[src/rtl/reflet_int_pkg.sv]
// Shared constants, register offsets and FSM state type for the Reflet
// interrupt responder.
package reflet_int_pkg;

  localparam int NUM_INT = 4;

  localparam logic INT_REG_CTRL = 1'b0;
  localparam logic INT_REG_STAT = 1'b1;

  localparam int GIE_BIT = 7;

  typedef enum logic {
    IDLE = 1'b0,
    REQ  = 1'b1
  } int_state_t;

  function automatic logic [NUM_INT-1:0] level_onehot(input logic [1:0] idx);
    return 4'b0001 << idx;
  endfunction

endpackage

[src/rtl/reflet_int_prio_enc.sv]
// Lowest-set-bit encoder: index of the highest-priority (lowest-numbered)
// set bit plus a flag saying whether any bit is set.
module reflet_int_prio_enc
  import reflet_int_pkg::*;
(
  input  logic [NUM_INT-1:0] vec_i,
  output logic [1:0]         idx_o,
  output logic               valid_o
);

  // NOTE: every output of a combinational block gets a default first, so no
  // path leaves it unassigned and no latch is inferred.
  always_comb begin
    idx_o   = '0;
    valid_o = 1'b0;
    // Scan downwards so the lowest set bit is the last one written.
    for (int i = NUM_INT - 1; i >= 0; i--) begin
      if (vec_i[i]) begin
        idx_o   = 2'(i);
        valid_o = 1'b1;
      end
    end
  end

endmodule

[src/rtl/reflet_int_responder.sv]
// CPU-side interrupt endpoint: masks and prioritises int_in, issues one
// req/ack request at a time and tracks in-service levels until return.
// Optional feature macro: REFLET_INT_NESTING_EN (nested preemption).
module reflet_int_responder
  import reflet_int_pkg::*;
#(
  parameter int                        base_addr_size = 16,
  parameter logic [base_addr_size-1:0] base_addr      = 16'hFF07
) (
  input  logic                      clk,
  input  logic                      reset,
  input  logic                      enable,
  input  logic [base_addr_size-1:0] addr,
  input  logic                      write_en,
  input  logic [7:0]                data_in,
  output logic [7:0]                data_out,
  input  logic [NUM_INT-1:0]        int_in,
  output logic                      int_req,
  output logic [1:0]                int_num,
  input  logic                      int_ack,
  input  logic                      int_ret,
  output logic                      in_service
);

  int_state_t          state_q, state_d;
  logic [1:0]          num_q, num_d;
  logic [NUM_INT-1:0]  mask_q, mask_d;
  logic                gie_q, gie_d;
  logic [NUM_INT-1:0]  active_q, active_d;
  logic                in_service_q;

  logic [base_addr_size-1:0] offset;
  logic                      sel;
  logic                      reg_off;
  logic [NUM_INT-1:0]        pending;
  logic [NUM_INT-1:0]        eligible;
  logic [1:0]                cur_idx, cand_idx;
  logic                      cur_vld, cand_vld;
  logic [2:0]                cur;
  logic                      ack_take;
  logic                      unused_data;

  // Block decodes two bytes: base_addr and base_addr+1.
  assign offset  = addr - base_addr;
  assign sel     = enable && (addr >= base_addr) && (offset[base_addr_size-1:1] == '0);
  assign reg_off = offset[0];
  assign pending = int_in & mask_q;
  assign unused_data = ^data_in[6:4];

  reflet_int_prio_enc u_cur_enc (
    .vec_i   (active_q),
    .idx_o   (cur_idx),
    .valid_o (cur_vld)
  );

`ifdef REFLET_INT_NESTING_EN
  assign cur = cur_vld ? {1'b0, cur_idx} : 3'd4;
`else
  // Any level in service blocks every new request.
  logic unused_cur;
  assign unused_cur = ^cur_idx;
  assign cur = cur_vld ? 3'd0 : 3'd4;
`endif

  always_comb begin
    eligible = '0;
    for (int i = 0; i < NUM_INT; i++) begin
      eligible[i] = gie_q && pending[i] && (3'(i) < cur);
    end
  end

  reflet_int_prio_enc u_cand_enc (
    .vec_i   (eligible),
    .idx_o   (cand_idx),
    .valid_o (cand_vld)
  );

  always_comb begin
    mask_d = mask_q;
    gie_d  = gie_q;
    if (sel && write_en && (reg_off == INT_REG_CTRL)) begin
      mask_d = data_in[NUM_INT-1:0];
      gie_d  = data_in[GIE_BIT];
    end
  end

  always_comb begin
    state_d  = state_q;
    num_d    = num_q;
    ack_take = 1'b0;
    unique case (state_q)
      IDLE: begin
        if (cand_vld) begin
          state_d = REQ;
          num_d   = cand_idx;
        end
      end
      REQ: begin
        if (int_ack) begin
          state_d  = IDLE;
          ack_take = 1'b1;
        end else if (!(int_in[num_q] && mask_q[num_q] && gie_q)) begin
          state_d = IDLE;
        end
      end
      default: state_d = IDLE;
    endcase
  end

  // Return clears first, then a same-cycle ack sets its level.
  always_comb begin
    active_d = active_q;
    if (int_ret) begin
`ifdef REFLET_INT_NESTING_EN
      if (cur_vld) active_d[cur_idx] = 1'b0;
`else
      active_d = '0;
`endif
    end
    if (ack_take) active_d = active_d | level_onehot(num_q);
  end

  // NOTE: sequential state uses non-blocking assignments so every flop
  // samples the pre-edge values regardless of statement order.
  always_ff @(posedge clk or negedge reset) begin
    if (!reset) begin
      state_q      <= IDLE;
      num_q        <= '0;
      mask_q       <= '0;
      gie_q        <= 1'b0;
      active_q     <= '0;
      in_service_q <= 1'b0;
    end else begin
      state_q      <= state_d;
      num_q        <= num_d;
      mask_q       <= mask_d;
      gie_q        <= gie_d;
      active_q     <= active_d;
      in_service_q <= |active_d;
    end
  end

  assign int_req    = (state_q == REQ);
  assign int_num    = num_q;
  assign in_service = in_service_q;

  always_comb begin
    data_out = '0;
    if (sel) begin
      if (reg_off == INT_REG_STAT) data_out = {pending, active_q};
      else                         data_out = {gie_q, 3'b000, mask_q};
    end
  end

endmodule
[config.mk]
export PLATFORM = sky130hd
export DESIGN_NAME = reflet_int_responder
export DESIGN_NICKNAME = d
export VERILOG_FILES = /design/src/rtl/reflet_int_pkg.sv /design/src/rtl/reflet_int_prio_enc.sv /design/src/rtl/reflet_int_responder.sv
export SDC_FILE = /design/constraint.sdc
export NUM_CORES = 1
export LEC_CHECK = 0
export ABC_AREA = 1
export CAP_MARGIN = 20
export CORE_UTILIZATION = 47
export DETAILED_ROUTE_END_ITERATION = 12
export GPL_ROUTABILITY_DRIVEN = 1
export PLACE_DENSITY = 0.89
export SLEW_MARGIN = 15
export SYNTH_ARGS = -nofsm -noshare
export SYNTH_HDL_FRONTEND = slang
export SYNTH_SLANG_ARGS = --single-unit
[constraint.sdc]
create_clock -name clk -period 2.7 [get_ports clk]
set_clock_uncertainty 0.15 [all_clocks]
set_input_delay 0.27 -clock clk [delete_from_list [all_inputs] [get_ports clk]]
set_output_delay 0.27 -clock clk [all_outputs]
set_load 0.02 [all_outputs]
## Yosys cells after proc, flatten, opt, wreduce, memory -nomap -nowiden

Index checks and enable logic that the tools add are counted.

| operators by class | value |
|---|---|
| $mul | 0 |
| muxes and demuxes | 27 |
| equality and inequality tests | 0 |
| bitwise gates (word level) | 4 |
| shift-type cells | 1 |
| div/mod/pow operators | 0 |
| magnitude comparators | 6 |
| reduce and logical (&&, ||, !) cells | 17 |
| add/sub/neg operators | 1 |

Operators by type and width:

| operator | number |
|---|---|
| 16-bit >= comparator, second input constant | 1 |
| 8-bit 2-to-1 mux | 2 |
| 16-bit subtractor, second input constant | 1 |
| 15-bit zero test | 1 |
| 1-bit 2-to-1 mux | 15 |
| 1-bit logical AND | 14 |
| 2-bit 2-to-1 mux | 4 |
| 4-bit 2-to-1 mux | 2 |
| 1-bit by 3-bit less-than comparator with 1-bit output, first input constant | 2 |
| 2-bit by 3-bit less-than comparator with 1-bit output, first input constant | 2 |
| 4-bit AND | 1 |
| 1-bit binary-select mux with 2-bit select | 2 |
| 4-bit OR | 1 |
| 4-bit OR reduction | 1 |
| 1-bit by 2-bit left shift with 4-bit output, first input constant | 1 |
| 2-bit by 3-bit less-than comparator with 1-bit output, second input constant | 1 |
| 3-bit 2-to-1 mux | 1 |
| 1-bit inverter | 2 |
| 1-bit case mux with 2 select lines | 1 |
| 2-bit AND reduction | 1 |

| storage, ports and cells | value |
|---|---|
| latch bits | 0 |
| input port bits | 34 |
| register bits after elaboration | 13 |
| output and inout port bits | 12 |
| memories | 0 |
| memory bits (writable) | 0 |
| bits in read-only memories | 0 |

## Depth between registers and ports, before layout

| depth | value |
|---|---|
| depth in word-level cells | 13 |
| depth in mapped cells | 11 |
| depth with buffers taken out | 11 |

## Modules after synthesis

A second synthesis with hierarchy kept.

| unflattened totals | value |
|---|---|
| cell total of the unflattened synthesis | 187 |
| area, all modules | 1,182.4 µm² |

By module, submodules not included:

| module | seq. area each (µm²) | area an instance (µm²) | times used | cells each |
|---|---|---|---|---|
| reflet_int_responder | 325.3 | 1,109.8 | 1 | 171 |
| reflet_int_prio_enc | 0.0 | 36.3 | 2 | 8 |

## Least setup slack after synthesis

OpenSTA, ideal clock, no wires.

| timing path | value |
|---|---|
| path kind | input port to output port |
| start | in addr[0] |
| end | out data_out[4] |
| path slack | 0.817 ns |
| path buffers | 0 |
| arrival time | 1.463 ns |
| required time | 2.280 ns |
| stages | 10 |
| cells stage by stage | ha_1 nand2_2 nand2_1 nand2_1 nand2_1 a21oi_1 nand2_1 nor2_1 nand3_1 nor2_1 |

| between the ends | value |
|---|---|
| word-level cells in the longest chain between the ends | 4 |

Ends and longest elaborated chain:

| element | RTL line | text |
|---|---|---|
| start, declared | reflet_int_responder.sv:13 | `input logic [base_addr_size-1:0] addr,` |
| 16-bit subtractor / 16-bit >= comparator (equally long branches) | reflet_int_responder.sv:44, reflet_int_responder.sv:45 |  |
| 15-bit zero test / 1-bit logical AND (equally long branches) | reflet_int_responder.sv:45 | `assign sel = enable && (addr >= base_addr) && (offset[base_addr_size-1:1] == '0);` |
| 1-bit logical AND | reflet_int_responder.sv:45 |  |
| 8-bit 2-to-1 mux (*) | reflet_int_responder.sv:149 | `if (sel) begin` |
| end, declared | reflet_int_responder.sv:16 | `output logic [7:0] data_out,` |

Mark *: on every way between the ends. The rest lies on a longest branch, timed or not.

## Worst setup path after layout

| timing path | value |
|---|---|
| start | in addr[0] |
| end | out data_out[7] |

The elaborated chain is that of the path after synthesis.

==> impl_metrics.py <==
metrics = {
    "floorplan": {
        "die_height_um": 52.1,
        "std_cell_rows": 17,
        "io_pins": 46,
        "dieWidth_um": 52.1,
        "fp.coreArea_um2": 2300,
        "start_util": 0.514,
        "dieArea_um2": 2720,
    },
    "cells_and_area": {
        "multiInputGateArea_um2": 714,
        "final_area_um2": 1760,
        "layout_common_cells": "nand2_1, inv_1, clkdlybuf4s50_1, nor2_1, buf_4",
        "seqCellArea_um2": 325,
        "areaGrowthSynthToFinish_pct": 48.9,
        "n_fill_cell": 196,
        "diodes": 0,
        "nNetsFinal": 298,
        "drive_gt1_frac": 0.141,
        "mostFrequentLayoutCell": "nand2_1",
    },
    "global_route": {
        "grt_pass1_wl_um": 5640,
        "grt_overflow_total": 0,
        "antenna_found_initial": 0,
        "grt_pass1_vias": 1346,
        "groute.usage.overall": 0.282,
        "grt_start_max_net_pins": 14,
    },
    "sta": {
        "fmax_ghz": 0.394,
        "finalSetupViolations": 0,
        "hold_viol": 0,
        "fin_setup_tns_ns": 0,
        "slew_headroom": 0.621,
        "tightest_slew_ns": 0.567,
        "fin_crit_ns": 2.54,
        "fin_crit_sh": 0.940,
        "drv_slew": 0,
        "grt_setup_unrepaired": "yes",
    },
    "placement": {
        "place_area_um2": 1770,
        "portBuffers": 42,
        "hpwl_um": 2860,
        "place.gp.congestion": 0.895,
    },
    "critical_path": {
        "criticalPathCategory": "input pin to output port",
        "critPathCaptureType": "output port",
        "cp_common_cell": "nor2_1",
        "cp_num_buf_inv": 2,
        "crit_chain": "clkdlybuf4s50_1 > ha_1 > nand2_2 > nand2_1 > nor2_1 > o21ai_0 > nand2_1 > nor2_1 > nand2_2 > nor2_1 > clkbuf_2",
        "reg2reg_slack_ns": 1.12,
        "path_max_fanout": 7,
        "worstSetupStartpointType": "input pin",
        "critPathSlowestCell": "clkdlybuf4s50_1",
        "crit_arrival_ns": 2.12,
        "required_ns": 2.28,
        "crit_family": "simple AND/OR/NAND/NOR gates",
        "slowest_delay_ns": 0.49,
    },
    "routing": {
        "avgRoutedWirePerCell_um": 11.9,
        "initialDrtViolationCount": 66,
        "viasPerCell": 5.33,
        "drc": 0,
        "antenna_left": 0,
        "firstDrtPassIters": 4,
        "wirelength_um": 3460,
        "route.vias.total": 1545,
    },
    "power_and_ir_drop": {
        "leakage_nw": 0.933,
        "p_clk_frac": 0.148,
        "p_per_area_nw_per_um2": 466,
        "swShare": 0.406,
        "combPwrFrac": 0.509,
        "internal-power_mw": 0.487,
        "power_frac_seq": 0.343,
        "switching_power_mw": 0.333,
        "peakVddDrop_uv": 450,
    },
    "logic_synthesis": {
        "ys_warn_count": 0,
        "syn-num-nets": 234,
        "synth.distinct_cells": 25,
        "ys_ff_latch": 13,
        "synthCells": 199,
        "synthesis.area_um2": 1180,
        "synth_area_per_cell_um2": 5.94,
        "yosysSeqAreaShare": 0.275,
    },
    "status": {
        "status": "finished clean",
    },
    "cts": {
        "cts.sinks": 13,
        "clk_latency_ns": 0.28,
        "cts_made_buffers": 3,
        "clockRootBuffer": "clkbuf_4",
        "htree_levels": 1,
        "postCtsSetupRepairBufs": 0,
        "clkTransAtPathRegs_ns": 0.07,
        "clockBufferDepth": 2,
        "cts_tree": "built",
    },
    "flow_run": {
        "maxCapViolations": 0,
    },
    "hold_path": {
        "hold_class": "input pin to async pin",
    },
}
## flip-flops by register name, summed over array words and instances (netlist names)
name	cells
in_service	1
int_req	1
active_q	4
mask_q	4
int_num	2
gie_q	1
## cell usage after synthesis
cell | number | area [µm²]
inv_1 | 36 | 135
xnor2_1 | 1 | 8.76
nand4_1 | 12 | 75.1
nand3_2 | 1 | 10.0
buf_2 | 1 | 5.00
nand3b_1 | 2 | 15.0
nor2_1 | 29 | 109
nor2_2 | 1 | 6.26
o221ai_1 | 1 | 8.76
or2_1 | 1 | 6.26
a21oi_1 | 11 | 55.1
o22a_1 | 1 | 8.76
nor2_4 | 2 | 22.5
o21ai_0 | 4 | 20.0
nand2_1 | 59 | 221
nand3_1 | 13 | 65.1
clkbuf_1 | 1 | 3.75
o32ai_1 | 3 | 26.3
nor3_1 | 2 | 10.0
a31oi_1 | 1 | 6.26
ha_1 | 1 | 12.5
o22ai_1 | 1 | 6.26
nand2_2 | 1 | 6.26
nand4_2 | 1 | 12.5
dfrtp_1 | 13 | 325
## per-layer routing
layer / vias to the layer above / track usage / wire [µm]
met3: 5 / 0.0673 / 300
met1: 688 / 0.383 / 1460
met2: 80 / 0.453 / 1670
met5: - / 0 / 0
met4: 0 / 0.0570 / 18
li1: 772 / - / -
## per-stage QoR
step           setup slack, ns   util  power, mW  hold slack (ns)  instances
2_1_floorplan            0.817      -      0.514           -0.176        199
3_3_place_gp            -0.204  0.771      0.684            0.418        286
3_5_place_dp            -0.258  0.771      0.694            0.425        286
4_1_cts                 0.0177  0.778      0.816            0.220        290
5_1_grt               -0.00624  0.766      0.882            0.247        290
6_report                 0.162  0.766      0.820            0.196        290
## cells by family (layout without fill, tap and decap cells)
group,Yosys count,in the layout,share of synthesized area
buffers and inverters,38,101,0.122
and+or+nand+nor,124,124,0.474
AOI/OAI and AO/OA,22,22,0.111
adders and majority gates,1,1,0.0106
xor gates and xnor gates,1,1,0.00742
DFF,13,13,0.275
## layout make-up
class | instances | share of cell area
Timing Repair Buffer | 61 | 0.297
Tap cell | 28 | 0.0199
Sequential cell | 13 | 0.185
Clock buffer | 4 | 0.0149
Multi-Input combinational cell | 148 | 0.406
Inverter | 36 | 0.0768
## worst paths after layout
check / from / endpoint / cells after the start
worst max-delay path: addr[0] / data_out[7] / 11
worst min-delay path: reset / int_num[0]$_DFFE_PN0P_ / 1
worst max register to register: active_q[0]$_DFF_PN0_ / int_num[0]$_DFFE_PN0P_ / 6
worst min register to register: active_q[2]$_DFF_PN0_ / active_q[2]$_DFF_PN0_ / 2
max in group asynchronous: reset / mask_q[1]$_DFFE_PN0P_ / 1
min in group clk: active_q[2]$_DFF_PN0_ / active_q[2]$_DFF_PN0_ / 2
## power by group through the flow
stage / clock [mW] / combinational [mW] / sequential, mW
2_1_floorplan: 0 / 0.213 / 0.301
3_3_place_gp: 0 / 0.402 / 0.282
3_5_place_dp: 0 / 0.410 / 0.284
4_1_cts: 0.122 / 0.414 / 0.281
5_1_grt: 0.134 / 0.460 / 0.288
6_report: 0.121 / 0.417 / 0.281
## what timing repair did
item                                    in CTS  in global routing
gates resized for setup                      8                 18
endpoints found under the setup margin       8                  8
hold buffers                                 0                  0
pin swaps                                    0                  0
cloned                                       0                  0
Power figures use the tool's default switching activity.
